## config.mk

```make
export PLATFORM = sky130hd
export DESIGN_NAME = binary_to_display
export DESIGN_NICKNAME = d
export VERILOG_FILES = /design/src/rtl/binary_to_display.sv
export SDC_FILE = /design/constraint.sdc
export NUM_CORES = 1
export LEC_CHECK = 0
export CORE_AREA = 4 4 41 43
export CTS_BUF_LIST = sky130_fd_sc_hd__clkbuf_2
export DETAILED_ROUTE_END_ITERATION = 7
export DIE_AREA = 0 0 45 47
export GPL_ROUTABILITY_DRIVEN = 0
export PLACE_DENSITY = 0.62
export SYNTH_ARGS = -nofsm -noshare
export SYNTH_HDL_FRONTEND = slang
export SYNTH_SLANG_ARGS = --single-unit
```

## constraint.sdc

```tcl
create_clock -name clock -period 2.45 [get_ports clock]
set_input_delay 0.3675 -clock clock [delete_from_list [all_inputs] [get_ports clock]]
set_output_delay 0.3675 -clock clock [all_outputs]
set_load 0.01 [all_outputs]
```

## src/rtl/binary_to_display.sv

```systemverilog
`timescale 1ns/100ps
// ---------------------------------------------------------------------------
// binary_to_display
//
// Registered hexadecimal-to-seven-segment decoder for a single display digit.
// A 4-bit nibble (0x0-0xF) is decoded into the seven segment drives a-g and
// captured in one output register, so the display pins only ever change on
// a rising clock edge and never glitch.
//
// Parameters
//   ACTIVE_LOW     0: lit segment = 1 (common-cathode)
//                  1: every segment inverted (common-anode)
//
// Ports
//   clock          system clock, all state changes on its rising edge
//   reset          synchronous active-high reset, blanks the digit
//   binary_number  nibble to display, unsigned 0x0-0xF
//   segment_a      top segment
//   segment_b      upper-right segment
//   segment_c      lower-right segment
//   segment_d      bottom segment
//   segment_e      lower-left segment
//   segment_f      upper-left segment
//   segment_g      middle segment
// ---------------------------------------------------------------------------
module binary_to_display #(
  parameter bit ACTIVE_LOW = 1'b0
) (
  input  logic       clock,
  input  logic       reset,
  input  logic [3:0] binary_number,
  output logic       segment_a,
  output logic       segment_b,
  output logic       segment_c,
  output logic       segment_d,
  output logic       segment_e,
  output logic       segment_f,
  output logic       segment_g
);

  // XOR mask applied to the active-high pattern. With ACTIVE_LOW set it is
  // all ones, which also turns the all-off blank into 1111111.
  localparam logic [6:0] POLARITY_MASK = {7{ACTIVE_LOW}};
  localparam logic [6:0] BLANK         = 7'b000_0000 ^ POLARITY_MASK;

  // Segment order throughout is {a,b,c,d,e,f,g}, a in the MSB.
  logic [6:0] glyph;
  logic [6:0] segments_next;
  logic [6:0] segments_reg;

  // Active-high glyph table. 6 carries the top bar and 9 the bottom bar;
  // B and D are drawn lowercase so they cannot be mistaken for 8 and 0.
  // All 16 codes are listed, so the case is complete without a default.
  always_comb begin
    glyph = 7'b000_0000;
    unique case (binary_number)
      4'h0: glyph = 7'b111_1110;
      4'h1: glyph = 7'b011_0000;
      4'h2: glyph = 7'b110_1101;
      4'h3: glyph = 7'b111_1001;
      4'h4: glyph = 7'b011_0011;
      4'h5: glyph = 7'b101_1011;
      4'h6: glyph = 7'b101_1111;
      4'h7: glyph = 7'b111_0000;
      4'h8: glyph = 7'b111_1111;
      4'h9: glyph = 7'b111_1011;
      4'hA: glyph = 7'b111_0111;
      4'hB: glyph = 7'b001_1111;
      4'hC: glyph = 7'b100_1110;
      4'hD: glyph = 7'b011_1101;
      4'hE: glyph = 7'b100_1111;
      4'hF: glyph = 7'b100_0111;
    endcase
  end

  assign segments_next = glyph ^ POLARITY_MASK;

  // Reset wins over decode; the first edge after reset loads the glyph of
  // whatever nibble is present at that edge.
  always_ff @(posedge clock) begin
    if (reset) begin
      segments_reg <= BLANK;
    end else begin
      segments_reg <= segments_next;
    end
  end

  assign segment_a = segments_reg[6];
  assign segment_b = segments_reg[5];
  assign segment_c = segments_reg[4];
  assign segment_d = segments_reg[3];
  assign segment_e = segments_reg[2];
  assign segment_f = segments_reg[1];
  assign segment_g = segments_reg[0];

endmodule

```

# Word-level counts from Yosys, hierarchy flattened
# Memories as Yosys holds them, arrays and structs flattened. A register that Yosys moved wholly into a read port is not among the register bits.
# Index checks and enable logic that the tools add are counted.
# word_totals
reg_bits	0
romBits	112
in_bits	6
word_cells	1
mem_count	1
out_inout_bits	7
# mem_list
name	words	width	rd	rd_ports_with_merged_regs	write_ports	line	text
(name not given)	16	7	1	1	0	56	unique case (binary_number)

# Logic depth before layout (Yosys ltp)
# logic_depth
word_depth	0
depth_mapped	5
ltp_nobuf	5

# Worst setup path after synthesis
# Ideal clock, no wire load.
# synth_timing
path_kind	input to register
startpoint	input binary_number[0]
endpoint	register segments_reg[5]
t_arrival_ns	1.199
setup_time_ns	0.079
n_path_buf	0
setup_slack_ns	1.171
t_required_ns	2.371
path_stages	4
cell_sequence	inv_1 > ha_1 > mux2_1 > a211oi_2
# synth_rtl
item	line	text
start: declaration	31	input logic [3:0] binary_number,
end: declaration	49	logic [6:0] segments_reg;

==> metrics.md <==
| Metric | Value |
|---|---|
| Antenna diodes | `0` |
| Highest Clock Rate | `around 590 MHz` |
| Top cells by area, synth | `dfxtp_1 (33%), ha_1 (21%), a211o_1 (4.2%)` |
| Crit path max fanout | `4` |
| IR drop worst, VDD | `between 0.00015 and 0.0002 V` |
| Slew HR | `0.675` |
| Setup TNS | `0 ns` |
| Hold/Removal Path Class | `primary input to flop` |
| Share of layout cells above drive strength 1 | `0.102` |
| Chip Width | `45 um` |
| Post-synthesis adder-cell area fraction | `0.208` |
| IO Pins | `13` |
| # DRC | `0` |
| CTS tree | `yes` |
| Most frequent cells in the layout | `clkdlybuf4s50_1 (12), ha_1 (7), dfxtp_1 (7), nand2_1 (4), clkbuf_2 (4)` |
| Count of pins over their slew limit | `0` |
| # hold bufs at CTS | `0` |
| P&R area growth vs syn | `34.1%` |
| Pleak | `0.000250 uW` |
| Postcts setup bufs | `0` |
| Min Clock Period, post-route | `roughly 1.7 ns` |
| Hold violation count in the final report | `0` |
| Mean cell area of the mapped netlist | `9.37 sq um` |
| Final wirelength | `roughly 820 um` |
| Clk sink count | `7` |
| Worst slew pin tran | `around 0.5 ns` |
| Setup CP Type | `primary input to flop` |
| Setup crit end kind | `flop` |
| Post-Synth Simple-Gate Area | `0.181` |
| I/O Buffers | `12` |
| Net Count, Synth | `between 50 and 60` |
| Clk slew on worst S/H paths | `~0.080 ns` |
| GR Layer Usage met3 | `0.0383` |
| Worst EP arrival | `roughly 1.8 ns` |
| Xor/xnor share of the synthesized area | `0` |
| Dpl hpwl | `approximately 640 um` |
| Nets@finish | `between 70 and 80` |
| Grt peak-use layer | `met2` |
| Post-synthesis sequential area ratio | `0.332` |
| Post-CTS sizing | `0` |
| Max Cap Viol | `0` |
| Synth Register Bits | `7` |
| Die Area | `between 2000 and 2500 sq um` |
| First-pass GRT wire length | `1330 um` |
| Max FFs per register | `7` |
| Vias per cell | `a little under 5` |
| Num rows | `13` |
| CP required | `around 2.6 ns` |
| Yosys cell types | `20` |
| Compound-Gate Fraction of Synth Area | `0.190` |
| Yosys top cell by area | `dfxtp_1` |
| Post-route design area | `566 sq um` |
| Final Cycle Share | `0.688` |
| ANT nets after route | `0` |
| Clk root buf | `clkbuf_2` |
| CTS Buffer Depth | `2` |
| Vias in the first global route | `303` |
| Largest net degree at the start of global routing | `16` |
| Largest family of logic cells by synthesized area | `adder cells` |
| YS warnings | `0` |
| Detailed-route via count | `roughly 360` |
| First DRT Iteration DRCs | `5` |
| Commonest non-fill, non-tap cell in the layout | `clkdlybuf4s50_1` |
| Startpoint types | `primary input` |
| Initial core utilization | `0.324` |
| Fillers | `about 150` |
| RSZ-0062 raised after global routing | `no` |
| Initial antenna violation count | `0` |
| Placed Area | `546 sq um` |
| Post-Synthesis Cells | `45` |
| WHS | `just under 0.9 ns` |
| Die height | `47 um` |
| Wire per inst | `11.0 um` |
| M1 GR Usage | `0.111` |
| Mapped Area | `422 sq um` |
| Setup violations, final | `0` |
| Synth top area share | `0.332` |
| Inserted Clock Buffers | `3` |
| CTS H-tree depth | `1` |
| Core ar. | `around 1300 sq um` |
| Grt ovf | `0` |
| All-Layer GR Usage | `0.0924` |
| Outcome | `completed` |
| DRT Pass-1 Iters | `2` |
| Power density over cell area | `roughly 500 nW/um^2` |
| GRT met2 Usage | `0.130` |
| Mux contribution to synthesized area | `0.0267` |
## critical path, cell delays in order
cell,delay (ns)
clkdlybuf4s50_1,0.54
inv_1,0.12
ha_1,0.32
mux2_1,0.29
a211oi_2,0.20
## Yosys cell counts
master,n
dfxtp_1,7
ha_1,7
nand2_1,4
inv_1,3
a211o_1,2
a211oi_1,2
a21oi_1,2
buf_4,2
nand2b_1,2
nor2_1,2
nor2b_1,2
nor3_1,2
a211oi_2,1
a311oi_1,1
mux2_1,1
nand2_2,1
nand3_1,1
nor3b_1,1
o211ai_1,1
o32ai_1,1
## stage by stage
stage               utilization  total power (uW)  instances  worst slack, ns
floorplan                     -               163         45             1.17
global route              0.435               299         74            0.665
global placement          0.419               196         70            0.547
detailed placement        0.419               196         70            0.519
CTS                       0.435               284         74            0.762
finish                    0.435               281         74            0.764
## final cells by class
type                       count  area, sq um  share of cell area
multi-input combinational     33          255               0.451
sequential                     7          140               0.248
timing repair buffer          12          120               0.212
clock buffer                   4         20.0              0.0354
tap                           15         18.8              0.0332
inverter                       3         11.3              0.0199
## routing by layer
metal,up-vias,part of all wire
met5,-,0
met4,0,0.026
met3,2,0.065
met2,9,0.43
met1,163,0.47
li1,184,-
## worst paths after layout
kind                    startpoint                    endpoint  slack [ns]  cells past startpoint
hold / removal               reset  segments_reg[2]$_SDFF_PP0_        0.86                      2
setup / recovery  binary_number[0]  segments_reg[5]$_SDFF_PP0_        0.76                      5
## cell families (layout without fill, tap and decap cells)
kind of cell,after synthesis,count (layout)
and+or+nand+nor,15,15
AOI/OAI and AO/OA,10,10
adders and majority gates,7,7
muxes,1,1
DFF,7,7
buffers and inverters,5,19
## power by group
group	switching (uW)	internal, uW
clock	45.0	43.5
sequential	1.98	123
combinational	31.7	36.4
total	78.7	203
No activity file was read; power rests on OpenSTA's default activity.
